File: src/rtl/cvxif_add_sequencer_if.sv
// Issue / commit / result bundle for cvxif_add_sequencer.
// The slave modport is the sequencer side; the master modport is the core side.
interface cvxif_add_sequencer_if #(
    parameter int DEPTH    = 4,
    parameter int XLEN     = 32,
    parameter int ID_WIDTH = 4
);
    localparam int CNT_W = $clog2(DEPTH) + 1;

    logic                issue_valid_i;
    logic                issue_ready_o;
    logic [ID_WIDTH-1:0] issue_id_i;
    logic [4:0]          issue_rd_i;
    logic                issue_we_i;
    logic [XLEN-1:0]     issue_rs1_i;
    logic [XLEN-1:0]     issue_rs2_i;

    logic                commit_valid_i;
    logic [ID_WIDTH-1:0] commit_id_i;
    logic                commit_kill_i;

    logic                result_valid_o;
    logic                result_ready_i;
    logic [ID_WIDTH-1:0] result_id_o;
    logic [4:0]          result_rd_o;
    logic                result_we_o;
    logic [XLEN-1:0]     result_data_o;

    logic [CNT_W-1:0]    count_o;
    logic                busy_o;

    modport slave (
        input  issue_valid_i, issue_id_i, issue_rd_i, issue_we_i, issue_rs1_i, issue_rs2_i,
        input  commit_valid_i, commit_id_i, commit_kill_i,
        input  result_ready_i,
        output issue_ready_o,
        output result_valid_o, result_id_o, result_rd_o, result_we_o, result_data_o,
        output count_o, busy_o
    );

    modport master (
        output issue_valid_i, issue_id_i, issue_rd_i, issue_we_i, issue_rs1_i, issue_rs2_i,
        output commit_valid_i, commit_id_i, commit_kill_i,
        output result_ready_i,
        input  issue_ready_o,
        input  result_valid_o, result_id_o, result_rd_o, result_we_o, result_data_o,
        input  count_o, busy_o
    );
endinterface

File: src/rtl/cvxif_add_sequencer.sv
// In-order add sequencer: issued adds wait in a circular table until committed, then retire in order.
// Macro CVXIF_ADD_SEQ_KILL_EN enables killed commits (dropped silently at the head).
module cvxif_add_sequencer #(
    parameter int DEPTH    = 4,
    parameter int XLEN     = 32,
    parameter int ID_WIDTH = 4
) (
    input logic                   clk_i,
    input logic                   rst_i,
    cvxif_add_sequencer_if.slave  bus
);
    localparam int PTR_W = $clog2(DEPTH);
    localparam int CNT_W = PTR_W + 1;
    localparam logic [CNT_W-1:0] DEPTH_C = CNT_W'(DEPTH);

    logic [DEPTH-1:0]    valid_q, valid_d;
    logic [DEPTH-1:0]    committed_q, committed_d;
    logic [DEPTH-1:0]    killed_q, killed_d;
    logic [ID_WIDTH-1:0] id_q [DEPTH];
    logic [ID_WIDTH-1:0] id_d [DEPTH];
    logic [4:0]          rd_q [DEPTH];
    logic [4:0]          rd_d [DEPTH];
    logic                we_q [DEPTH];
    logic                we_d [DEPTH];
    logic [XLEN-1:0]     data_q [DEPTH];
    logic [XLEN-1:0]     data_d [DEPTH];
    logic [PTR_W-1:0]    head_q, head_d, tail_q, tail_d;
    logic [CNT_W-1:0]    count_q, count_d;

    logic kill_req;
`ifdef CVXIF_ADD_SEQ_KILL_EN
    assign kill_req = bus.commit_kill_i;
`else
    logic unused_commit_kill;
    assign kill_req           = 1'b0;
    assign unused_commit_kill = bus.commit_kill_i;
`endif

    logic dup_id, issue_ready, push, head_done, result_valid, pop, same_cycle_commit;

    always_comb begin
        dup_id = 1'b0;
        for (int i = 0; i < DEPTH; i++) begin
            if (valid_q[i] && id_q[i] == bus.issue_id_i) dup_id = 1'b1;
        end
    end

    assign issue_ready  = (count_q < DEPTH_C) && !dup_id;
    assign push         = bus.issue_valid_i && issue_ready;
    assign head_done    = valid_q[head_q] && committed_q[head_q];
    assign result_valid = head_done && !killed_q[head_q];
    assign pop          = head_done && (killed_q[head_q] || bus.result_ready_i);
    assign same_cycle_commit = bus.commit_valid_i && (bus.commit_id_i == bus.issue_id_i);

    always_comb begin
        valid_d     = valid_q;
        committed_d = committed_q;
        killed_d    = killed_q;
        id_d        = id_q;
        rd_d        = rd_q;
        we_d        = we_q;
        data_d      = data_q;
        head_d      = head_q;
        tail_d      = tail_q;
        count_d     = count_q + CNT_W'(push) - CNT_W'(pop);

        // Ids are unique among valid entries, so at most one entry can match a commit.
        for (int i = 0; i < DEPTH; i++) begin
            if (bus.commit_valid_i && valid_q[i] && !committed_q[i] && id_q[i] == bus.commit_id_i) begin
                committed_d[i] = 1'b1;
                killed_d[i]    = kill_req;
            end
        end

        if (pop) begin
            valid_d[head_q]     = 1'b0;
            committed_d[head_q] = 1'b0;
            killed_d[head_q]    = 1'b0;
            head_d              = head_q + PTR_W'(1);
        end

        if (push) begin
            valid_d[tail_q]     = 1'b1;
            committed_d[tail_q] = same_cycle_commit;
            killed_d[tail_q]    = same_cycle_commit && kill_req;
            id_d[tail_q]        = bus.issue_id_i;
            rd_d[tail_q]        = bus.issue_rd_i;
            we_d[tail_q]        = bus.issue_we_i;
            data_d[tail_q]      = bus.issue_rs1_i + bus.issue_rs2_i;
            tail_d              = tail_q + PTR_W'(1);
        end
    end

    always_ff @(posedge clk_i) begin
        if (rst_i) begin
            valid_q     <= '0;
            committed_q <= '0;
            killed_q    <= '0;
            head_q      <= '0;
            tail_q      <= '0;
            count_q     <= '0;
        end else begin
            valid_q     <= valid_d;
            committed_q <= committed_d;
            killed_q    <= killed_d;
            head_q      <= head_d;
            tail_q      <= tail_d;
            count_q     <= count_d;
        end
        id_q   <= id_d;
        rd_q   <= rd_d;
        we_q   <= we_d;
        data_q <= data_d;
    end

    assign bus.issue_ready_o  = issue_ready;
    assign bus.result_valid_o = result_valid;
    assign bus.result_id_o    = result_valid ? id_q[head_q]   : '0;
    assign bus.result_rd_o    = result_valid ? rd_q[head_q]   : '0;
    assign bus.result_we_o    = result_valid ? we_q[head_q]   : 1'b0;
    assign bus.result_data_o  = result_valid ? data_q[head_q] : '0;
    assign bus.count_o        = count_q;
    assign bus.busy_o         = (count_q != '0);
endmodule

File: src/flat_wrapper.sv
// flat-port wrapper written by rule: the top's interface ports become plain ports
module cvxif_add_sequencer_flat 
#(
    parameter int DEPTH    = 4,
    parameter int XLEN     = 32,
    parameter int ID_WIDTH = 4
)
  (clk_i, rst_i, bus_issue_valid_i, bus_issue_id_i, bus_issue_rd_i, bus_issue_we_i, bus_issue_rs1_i, bus_issue_rs2_i, bus_commit_valid_i, bus_commit_id_i, bus_commit_kill_i, bus_result_ready_i, bus_issue_ready_o, bus_result_valid_o, bus_result_id_o, bus_result_rd_o, bus_result_we_o, bus_result_data_o, bus_count_o, bus_busy_o);
  cvxif_add_sequencer_if #(.DEPTH(DEPTH), .XLEN(XLEN), .ID_WIDTH(ID_WIDTH)) bus_i ();
  input logic clk_i;
  input logic rst_i;
  input wire logic [$bits(bus_i.issue_valid_i)-1:0] bus_issue_valid_i;
  input wire logic [$bits(bus_i.issue_id_i)-1:0] bus_issue_id_i;
  input wire logic [$bits(bus_i.issue_rd_i)-1:0] bus_issue_rd_i;
  input wire logic [$bits(bus_i.issue_we_i)-1:0] bus_issue_we_i;
  input wire logic [$bits(bus_i.issue_rs1_i)-1:0] bus_issue_rs1_i;
  input wire logic [$bits(bus_i.issue_rs2_i)-1:0] bus_issue_rs2_i;
  input wire logic [$bits(bus_i.commit_valid_i)-1:0] bus_commit_valid_i;
  input wire logic [$bits(bus_i.commit_id_i)-1:0] bus_commit_id_i;
  input wire logic [$bits(bus_i.commit_kill_i)-1:0] bus_commit_kill_i;
  input wire logic [$bits(bus_i.result_ready_i)-1:0] bus_result_ready_i;
  output wire logic [$bits(bus_i.issue_ready_o)-1:0] bus_issue_ready_o;
  output wire logic [$bits(bus_i.result_valid_o)-1:0] bus_result_valid_o;
  output wire logic [$bits(bus_i.result_id_o)-1:0] bus_result_id_o;
  output wire logic [$bits(bus_i.result_rd_o)-1:0] bus_result_rd_o;
  output wire logic [$bits(bus_i.result_we_o)-1:0] bus_result_we_o;
  output wire logic [$bits(bus_i.result_data_o)-1:0] bus_result_data_o;
  output wire logic [$bits(bus_i.count_o)-1:0] bus_count_o;
  output wire logic [$bits(bus_i.busy_o)-1:0] bus_busy_o;
  assign bus_i.issue_valid_i = bus_issue_valid_i;
  assign bus_i.issue_id_i = bus_issue_id_i;
  assign bus_i.issue_rd_i = bus_issue_rd_i;
  assign bus_i.issue_we_i = bus_issue_we_i;
  assign bus_i.issue_rs1_i = bus_issue_rs1_i;
  assign bus_i.issue_rs2_i = bus_issue_rs2_i;
  assign bus_i.commit_valid_i = bus_commit_valid_i;
  assign bus_i.commit_id_i = bus_commit_id_i;
  assign bus_i.commit_kill_i = bus_commit_kill_i;
  assign bus_i.result_ready_i = bus_result_ready_i;
  assign bus_issue_ready_o = bus_i.issue_ready_o;
  assign bus_result_valid_o = bus_i.result_valid_o;
  assign bus_result_id_o = bus_i.result_id_o;
  assign bus_result_rd_o = bus_i.result_rd_o;
  assign bus_result_we_o = bus_i.result_we_o;
  assign bus_result_data_o = bus_i.result_data_o;
  assign bus_count_o = bus_i.count_o;
  assign bus_busy_o = bus_i.busy_o;
  cvxif_add_sequencer #(.DEPTH(DEPTH), .XLEN(XLEN), .ID_WIDTH(ID_WIDTH)) u_core (.clk_i(clk_i), .rst_i(rst_i), .bus(bus_i));
endmodule
File: config.mk
export PLATFORM = sky130hd
export DESIGN_NAME = cvxif_add_sequencer_flat
export DESIGN_NICKNAME = d
export VERILOG_FILES = /design/src/rtl/cvxif_add_sequencer_if.sv /design/src/rtl/cvxif_add_sequencer.sv /design/src/flat_wrapper.sv
export SDC_FILE = /design/constraint.sdc
export NUM_CORES = 1
export LEC_CHECK = 0
export BUFFER_PORTS_ARGS = -buffer_cell sky130_fd_sc_hd__buf_2
export CORE_ASPECT_RATIO = 2
export CORE_MARGIN = 2
export CORE_UTILIZATION = 40
export CTS_CLUSTER_DIAMETER = 60
export DETAILED_ROUTE_END_ITERATION = 6
export PLACE_DENSITY = 0.71
export SYNTH_ARGS = -nofsm -noshare
export SYNTH_HDL_FRONTEND = slang
export SYNTH_SLANG_ARGS = --single-unit
File: constraint.sdc
create_clock -name clk_i -period 3.3 [get_ports clk_i]
set_clock_uncertainty 0.15 [all_clocks]
set_input_delay 0.66 -clock clk_i [delete_from_list [all_inputs] [get_ports clk_i]]
set_output_delay 0.66 -clock clk_i [all_outputs]
set_load 0.02 [all_outputs]
**Word-level counts from Yosys, hierarchy flattened**

Index checks and enable logic that the tools add are counted.

- $add $sub $neg: 5
- Magnitude comparators: 8
- Equality and inequality tests: 9
- Muxes and demuxes: 57
- Bitwise operators: 9
- Reduce and logical (&&, ||, !) cells: 33

Operators by type and width:

| kind | number |
|---|---|
| 128-bit bitwise mux | 1 |
| 32-bit 2-to-1 mux | 4 |
| 32-bit binary-select mux with 2-bit select | 1 |
| 32-bit demux with 2-bit select | 1 |
| 4-bit 2-to-1 mux | 10 |
| 4-bit == test | 9 |
| 32-bit adder | 1 |
| 1-bit logical AND | 25 |
| 1-bit 2-to-1 mux | 21 |
| 20-bit bitwise mux | 1 |
| 5-bit 2-to-1 mux | 4 |
| 4-bit AND | 4 |
| 16-bit bitwise mux | 1 |
| 5-bit binary-select mux with 2-bit select | 1 |
| 5-bit demux with 2-bit select | 1 |
| 1-bit binary-select mux with 2-bit select | 4 |
| 4-bit binary-select mux with 2-bit select | 1 |
| 4-bit bitwise mux | 2 |
| 4-bit demux with 2-bit select | 1 |
| 4-bit NOT | 2 |
| 1-bit demux with 2-bit select | 3 |
| 3-bit greater-or-equal comparator, second input constant | 2 |
| 1-bit logical NOT | 6 |
| 2-bit by 3-bit less-than comparator with 1-bit output, second input constant | 2 |
| other kinds (10) | 13 |

- Register bits after elaboration: 187
- Bits of input ports: 84

**Depth between registers and ports, before layout**

Gate-level depths: netlist (run 1).

- Depth after elaboration: 11
- Depth in mapped cells: 14
- Depth with buffers taken out: 12

**Worst setup path before layout (run 1)**

OpenSTA, ideal clock, no wires.

- Kind: input to register
- From: input bus_issue_id_i[2]
- To: register u_core.data_q[0] in the netlist's numbering (enable)
- Data arrival time: 2.429 ns
- Required time: 2.754 ns
- Setup slack: 0.325 ns
- Stages: 6
- Buffers on the path: 1
- Path through: buf_4 xor2_1 nor3_1 a31oi_1 nand4_1 inv_1

- Cells in the longest elaborated chain, start to end: 9
- Elaborated cells between the ends (all ways): 15

RTL lines:

| what | RTL line | RTL |
|---|---|---|
| start: declaration | flat_wrapper.sv:13 | `input wire logic [$bits(bus_i.issue_id_i)-1:0] bus_issue_id_i;` |
| 4-bit == test | cvxif_add_sequencer.sv:44 | `if (valid_q[i] && id_q[i] == bus.issue_id_i) dup_id = 1'b1;` |
| 1-bit logical AND | cvxif_add_sequencer.sv:44 |  |
| 1-bit 2-to-1 mux (3 in series) | cvxif_add_sequencer.sv:44 |  |
| 1-bit 2-to-1 mux (*) | cvxif_add_sequencer.sv:44 |  |
| 1-bit logical NOT (*) | cvxif_add_sequencer.sv:48 | `assign issue_ready = (count_q < DEPTH_C) && !dup_id;` |
| 1-bit logical AND (*) | cvxif_add_sequencer.sv:48 |  |
| 1-bit logical AND (*) | cvxif_add_sequencer.sv:49 | `assign push = bus.issue_valid_i && issue_ready;` |
| end signal: assignment | cvxif_add_sequencer.sv:113 | `data_q <= data_d;` |
| end: declaration | cvxif_add_sequencer.sv:25 | `logic [XLEN-1:0] data_q [DEPTH];` |

Mark *: on every way between the ends. The rest lies on a longest branch, timed or not.
A chain may end at the register's enable or synchronous reset.

**Worst setup path in the final report (run 1)**

- From: register u_core.head_q[1]
- To: output bus_result_data_o[18]

- Cells in the longest elaborated chain, start to end: 5
- Elaborated cells between the ends (all ways): 14

RTL lines:

| what | RTL line | RTL |
|---|---|---|
| start: declaration | cvxif_add_sequencer.sv:27 | `logic [PTR_W-1:0] head_q, head_d, tail_q, tail_d;` |
| start signal: assignment | cvxif_add_sequencer.sv:99 | `head_q <= '0;` |
| start signal: assignment | cvxif_add_sequencer.sv:106 | `head_q <= head_d;` |
| 2-bit NOT with 3-bit output (not written as such) (tied with other cells) | cvxif_add_sequencer.sv:121 | `assign bus.result_data_o = result_valid ? data_q[head_q] : '0;` |
| 32-bit binary-select mux with 2-bit select (tied with other cells) | cvxif_add_sequencer.sv:121 |  |
| 32-bit 2-to-1 mux (not written as such) (tied with other cells) | cvxif_add_sequencer.sv:121 |  |
| 32-bit 2-to-1 mux (not written as such) / 1-bit logical AND (equally long branches) | cvxif_add_sequencer.sv:121, cvxif_add_sequencer.sv:51 |  |
| 32-bit 2-to-1 mux (*) | cvxif_add_sequencer.sv:121 |  |
| end: declaration | flat_wrapper.sv:27 | `output wire logic [$bits(bus_i.result_data_o)-1:0] bus_result_data_o;` |

Mark *: on every way between the ends. The rest lies on a longest branch, timed or not. The select of a mux whose other input is x is not followed.

==> qor.txt, run 1 <==
status -> finished, final reports clean
Synth warnings -> 0
ranking of synthesized cells by instance count -> 168 x sky130_fd_sc_hd__edfxtp_1, 47 x sky130_fd_sc_hd__nor2b_1, 43 x sky130_fd_sc_hd__mux4_2
RSZ-0062 raised after global routing -> no
arrival time of data at the critical path endpoint -> 2.34 ns
min-delay worst type -> in2reg
# Max-Cap Violations -> 0
delay of the slowest cell on the worst path -> 0.54 ns
routed metal-1 wire length -> 7840 um
number of enable flip-flop cells after synthesis -> 168
CP top delay family -> simple AND/OR/NAND/NOR gates
routed via count -> 6,312
final setup fails -> 0
nets@finish -> 983
number of antenna violations at the first check in global routing -> 0
routed length per instance -> 19.07 um
total standard cell area after synthesis -> 9658 um^2
number of H-tree levels -> 4
series of cell instances along the critical path -> mux4_2, or2_2, buf_4, nor2b_1, buf_2
Inserted Diodes -> 0
clock-pin slew on the worst setup and hold paths -> 0.07 ns
min Tclk post-route -> 3.146 ns
highest metal layer with signal wires -> met4
library cells used by synthesis -> 55
final worst path period share -> 95.34%
later-pin clock latency in the skew report -> 0.44 ns
global-route wire length before repair -> 34,640 um
Final Routed Wirelength -> 22,050 um
DRC violations left -> 0
syn_nets -> 829
slowest cell on the critical path -> sky130_fd_sc_hd__dfxtp_2
clock tree from TritonCTS -> yes
placed inst area -> 10,830 um^2
CTS Sinks -> 187
worst supply voltage drop on vdd -> 0.0003897 V
vertical die dimension -> 223.8 um
Yosys top cell by area -> sky130_fd_sc_hd__edfxtp_1
CP max FO -> 13
area of all placed cells without fillers -> 11,410 um^2
most numerous cell in the Yosys netlist -> sky130_fd_sc_hd__edfxtp_1
top flip-flop cell by instance count after synthesis -> sky130_fd_sc_hd__edfxtp_1
via density per instance -> 5.460
Cell Count, Final, Fillers Out -> 1,156
row cnt -> 80
final hold violation count -> 0
critical path class -> reg2out
Clock Path Buffers -> 2
register area share after synthesis -> 56.17%
via count of the first global-routing pass -> 6,653
final hold slack -> 0.2871 ns
Req. time, crit path -> 2.49 ns
share of Yosys cell area claimed by the top area cell type -> 52.23%
synthesized flop and latch total -> 187
Clock Root Buffer -> sky130_fd_sc_hd__clkbuf_16
top cells by area, synth -> sky130_fd_sc_hd__edfxtp_1 52%, sky130_fd_sc_hd__mux4_2 10%, sky130_fd_sc_hd__ha_1 5.3%, sky130_fd_sc_hd__dfxtp_1 3.9%, sky130_fd_sc_hd__xnor2_1 3.3%
static leakage -> 4.249 nW
power per unit of standard cell area -> 564.2 nW/um^2
I/O pin count -> 132
synth-to-layout area growth -> 18.14%
post-placement cell count -> 1,121
placed wire-length estimate -> 16,330 um
worst path buffer plus inverter count -> 2
DRC violation total after the first TritonRoute iteration -> 385
count of TritonRoute iterations in the first routing pass -> 5
global-route congestion overflow total -> 0
layout cells sized above 1 -> 30.49%
Max Clock Freq -> 0.3178 GHz
routability congestion estimate -> 0.8776
die width -> 113.9 um
residual antenna-violating net count after detailed routing -> 0
worst-margin pin slew -> 0.7996 ns
met3 WL -> 698 um
crit end category -> output port
final-report max-slew violation count -> 0
number of standard cells after synthesis -> 702
share of async-settable or async-resettable flops after synthesis -> 0%
all-layer global routing usage -> 18.12%
die area -> 25,480 um^2
CTS buffer count -> 17
total met2 wirelength after detailed routing -> 12,930 um
largest net degree at the start of global routing -> 43
remaining max-slew budget at the tightest pin -> 45.94%
post-synthesis average cell area -> 13.76 um^2
count of buffers from port buffering -> 130
Post-CTS Resized -> 0
core region area -> 23,820 um^2
startpoint type of the worst setup path -> register
Initial Util -> 40.54%
## cells in the final DEF (no fill, tap or decap), types with 5 or more instances in the layout
cell,Yosys,routed
sky130_fd_sc_hd__a31oi_1,8,8
sky130_fd_sc_hd__and4_1,7,7
sky130_fd_sc_hd__ha_1,41,41
sky130_fd_sc_hd__inv_1,27,23
sky130_fd_sc_hd__mux4_2,43,43
sky130_fd_sc_hd__dfxtp_1,19,17
sky130_fd_sc_hd__edfxtp_1,168,168
sky130_fd_sc_hd__and3_1,5,5
sky130_fd_sc_hd__a21o_1,14,14
sky130_fd_sc_hd__o21ai_0,19,19
sky130_fd_sc_hd__buf_12,0,6
sky130_fd_sc_hd__nor2_1,27,27
sky130_fd_sc_hd__nand3_1,10,10
sky130_fd_sc_hd__nand4_1,9,9
sky130_fd_sc_hd__mux2_2,5,5
sky130_fd_sc_hd__o211ai_1,5,5
sky130_fd_sc_hd__inv_6,0,5
sky130_fd_sc_hd__xor2_1,30,30
sky130_fd_sc_hd__nor3_1,7,7
sky130_fd_sc_hd__a221oi_1,5,5
sky130_fd_sc_hd__nand2_1,33,33
sky130_fd_sc_hd__clkbuf_16,0,17
sky130_fd_sc_hd__nor4_1,6,6
sky130_fd_sc_hd__buf_4,4,30
sky130_fd_sc_hd__xnor2_1,36,36
sky130_fd_sc_hd__nor2b_1,47,47
sky130_fd_sc_hd__buf_2,17,130
sky130_fd_sc_hd__nand2b_1,5,5
sky130_fd_sc_hd__a21oi_1,39,39
## what timing repair did
| action | CTS | global route |
|---|---|---|
| hold buffers | 0 | 0 |
| setup buffers | 3 | 0 |
| endpoints found under the setup margin | 17 | 0 |
## report_power, final
part	total (mW)	switching (mW)	internal, mW
sequential	3.15	0.112	3.04
clock	1.93	0.941	0.992
combinational	1.35	0.754	0.595
total	6.44	1.81	4.63
## final timing paths
| check | start | cells after the start | slack (ns) | end |
|---|---|---|---|---|
| max | u_core.head_q[1] | 5 | 0.15 | bus_result_data_o[18] |
| min reg2reg | u_core.killed_q[0] | 1 | 0.34 | u_core.killed_q[0] |
| max reg2reg | u_core.head_q[1] | 11 | 0.66 | u_core.bus.count_o[2] |
| min | bus_issue_rd_i[1] | 1 | 0.29 | u_core.rd_q[16] |
## cell type report
cell class / instances / area [um^2]
Sequential cell: 187 / 5430
Clock inverter: 15 / 133.9
Fill cell: 2156 / 12410
Inverter: 27 / 101.3
Clock buffer: 17 / 425.4
Multi-Input combinational cell: 457 / 3964
Tap cell: 287 / 359.1
Timing Repair Buffer: 166 / 996.0
## kinds of logic (layout without fill, tap and decap cells)
kind of cell,count (synthesis),after routing,synth area share [%]
flip-flops,187,187,56.17
AND/OR/NAND/NOR,172,172,9.781
AO/OA/AOI/OAI,125,125,8.628
XOR/XNOR,66,66,5.985
buffers and inverters,58,225,2.785
multiplexers,51,51,10.92
adder cells (fa/ha/maj),43,43,5.726
## per-layer routing
metal	global-route usage [%]	vias to the layer above
li1	-	2989
met1	18.10	3136
met2	35.58	151
met3	3.382	36
met4	7.592	0
met5	0	-
## sequential cells by signal, summed over array words and instances, names as in the netlist
register,count
u_core.data_q,128
u_core.rd_q,20
u_core.id_q,16
u_core.committed_q,4
u_core.killed_q,4
u_core.valid_q,4
u_core.we_q,4
u_core.bus.count_o,3
u_core.head_q,2
u_core.tail_q,2
## per-stage QoR
stage               power [mW]  utilization [%]  setup WS, ns  setup TNS, ns
floorplan                4.061                -        0.3247              0
global placement         4.520            45.45      -0.05909        -0.2364
detailed placement       4.572            45.45      -0.09213        -0.3684
CTS                      6.491            47.89       0.04380              0
global route             6.734            47.89       0.04708              0
finish                   6.437            47.89        0.1536              0
No activity file was read; power rests on OpenSTA's default activity.
==> run 2, diff against run 1 <==
PLACE_DENSITY = unset   (was 0.71)
==> qor.txt, run 2 (synthesis gave the netlist of run 1 again) <==
largest reg by FF count -> u_core.data_q
placed inst area -> 10,850 um^2 (+0.16%)
remaining max-slew budget at the tightest pin -> 44.84% (-1.1 points)
via count of the first global-routing pass -> 6,533 (-1.8%)
routed via count -> 6,277 (-0.55%)
via density per instance -> 5.416 (-0.81%)
area of all placed cells without fillers -> 11,480 um^2 (+0.61%)
GR peak layer -> met2
later-pin clock latency in the skew report -> 0.43 ns (about the same)
power per unit of standard cell area -> 577.9 nW/um^2 (+2.4%)
DRC violations left -> 0 (unchanged)
min-delay worst type -> in2reg
CTS buffer count -> 17 (unchanged)
number of antenna violations at the first check in global routing -> 3 (+3)
utilization after layout -> 48.19% (+0.29 points)
residual antenna-violating net count after detailed routing -> 0 (unchanged)
worst supply voltage drop on vdd -> 0.0003793 V (-2.7%)
final sum of negative setup slack -> 0 ns (unchanged)
placed wire-length estimate -> 16,280 um (-0.29%)
largest net degree at the start of global routing -> 43 (unchanged)
Power, Total -> 6.634 mW (+3.1%)
Final Routed Wirelength -> 22,560 um (+2.3%)
fraction of met1 tracks used by global routing -> 17.52% (-0.58 points)
Clock Path Buffers -> 2 (unchanged)
critical path class -> reg2out
layout cells sized above 1 -> 30.57% (+0.080 points)
count of TritonRoute iterations in the first routing pass -> 7 (+2)
clock-pin slew on the worst setup and hold paths -> 0.07 ns (about the same)
worst slack, placed -> 0.1049 ns (+0.1970 ns)
Clock Root Buffer -> sky130_fd_sc_hd__clkbuf_16
die area -> 25,480 um^2 (unchanged)
Initial Util -> 40.54% (unchanged)
synth-to-layout area growth -> 18.86%
final hold violation count -> 0 (unchanged)
number of setup buffers added after CTS -> 0 (-3)
clock tree from TritonCTS -> yes
Req. time, crit path -> 2.49 ns (about the same)
final-report max-slew violation count -> 0 (unchanged)
count of buffers from port buffering -> 130 (unchanged)
global-route track usage on met2 -> 35.46% (-0.12 points)
nets@finish -> 984 (+0.10%)
final hold slack -> 0.2951 ns (+0.007971 ns)
number of fillers in the final layout -> 2,168 (+0.56%)
I/O pin count -> 132 (unchanged)
post-placement cell count -> 1,125 (+0.36%)
arrival time of data at the critical path endpoint -> 2.33 ns (about the same)
CTS Sinks -> 187 (unchanged)
cts-stage hold buffer count -> 0 (unchanged)
startpoint type of the worst setup path -> register
Cell Count, Final, Fillers Out -> 1,159 (+0.26%)
min Tclk post-route -> 3.143 ns (-0.002980 ns)
worst setup margin -> 0.1566 ns (+0.002980 ns)
status -> finished, final reports clean
most common cell after layout, fill and taps aside -> sky130_fd_sc_hd__edfxtp_1
crit end category -> output port
# Max-Cap Violations -> 0 (unchanged)
core region area -> 23,820 um^2 (unchanged)
number of H-tree levels -> 4 (unchanged)
RSZ-0062 raised after global routing -> no
final setup fails -> 0 (unchanged)
global-route met3 utilization -> 3.220% (-0.16 points)
worst-margin pin slew -> 0.8159 ns (+0.01631 ns)
flip-flop count of the largest register after layout -> 128 (unchanged)
global-route wire length before repair -> 34,460 um (-0.54%)
global-route congestion overflow total -> 0 (unchanged)
die width -> 113.9 um (unchanged)
Post-CTS Resized -> 1 (+1)
final worst path period share -> 95.25% (about the same)
largest registers ranked by flip-flop count -> u_core.data_q x128, u_core.rd_q x20, u_core.id_q x16
CP max FO -> 25 (+12)
Max Clock Freq -> 0.3181 GHz (about the same)
vertical die dimension -> 223.8 um (unchanged)
routability congestion estimate -> 0.8722 (-0.62%)
all-layer global routing usage -> 18.11% (about the same)
routed length per instance -> 19.46 um (+2.1%)
static leakage -> 4.290 nW (+0.95%)
row cnt -> 80 (unchanged)
DRC violation total after the first TritonRoute iteration -> 266 (-31%)
most used cells in the layout excluding fill and tap cells -> 168 x sky130_fd_sc_hd__edfxtp_1, 130 x sky130_fd_sc_hd__buf_2, 47 x sky130_fd_sc_hd__nor2b_1
==> run 2: path summary, 6_finish.rpt <==
| path | start | endpoint | slack [ns] | depth (start not counted) |
|---|---|---|---|---|
| min | bus_issue_rd_i[3] | u_core.rd_q[13] | 0.30 | 1 |
| min reg2reg | u_core.killed_q[1] | u_core.killed_q[1] | 0.34 | 1 |
| max reg2reg | u_core.head_q[0] | u_core.bus.count_o[2] | 0.66 | 11 |
| max | u_core.head_q[0] | bus_result_data_o[20] | 0.16 | 5 |
==> run 2: layout make-up <==
type / count / area [um^2] / area share (%)
Antenna cell: 2 / 5.005 / 0.04360
Clock buffer: 17 / 425.4 / 3.706
Timing Repair Buffer: 167 / 994.7 / 8.665
Inverter: 27 / 101.3 / 0.8828
Tap cell: 287 / 359.1 / 3.128
Multi-Input combinational cell: 457 / 3966 / 34.55
Clock inverter: 15 / 197.7 / 1.722
Sequential cell: 187 / 5430 / 47.30
==> run 2: routing by layer <==
layer,part of all wire (%),wire (um)
met2,58,13140
met1,34,7672
met4,4.5,1005
met5,0.058,13
met3,3.2,725
==> run 2: power by group <==
group          switching [mW]  internal [mW]  leakage (nW)
sequential              0.110           3.04          1.70
combinational           0.761          0.590          2.29
clock                   0.863           1.27         0.301
==> run 2: critical path, cell delays in order, from the launching register on <==
cell,delay (ns)
sky130_fd_sc_hd__dfxtp_4,0.40
sky130_fd_sc_hd__mux4_2,0.53
sky130_fd_sc_hd__or2_4,0.33
sky130_fd_sc_hd__buf_12,0.19
sky130_fd_sc_hd__nor2b_1,0.23
sky130_fd_sc_hd__buf_2,0.21
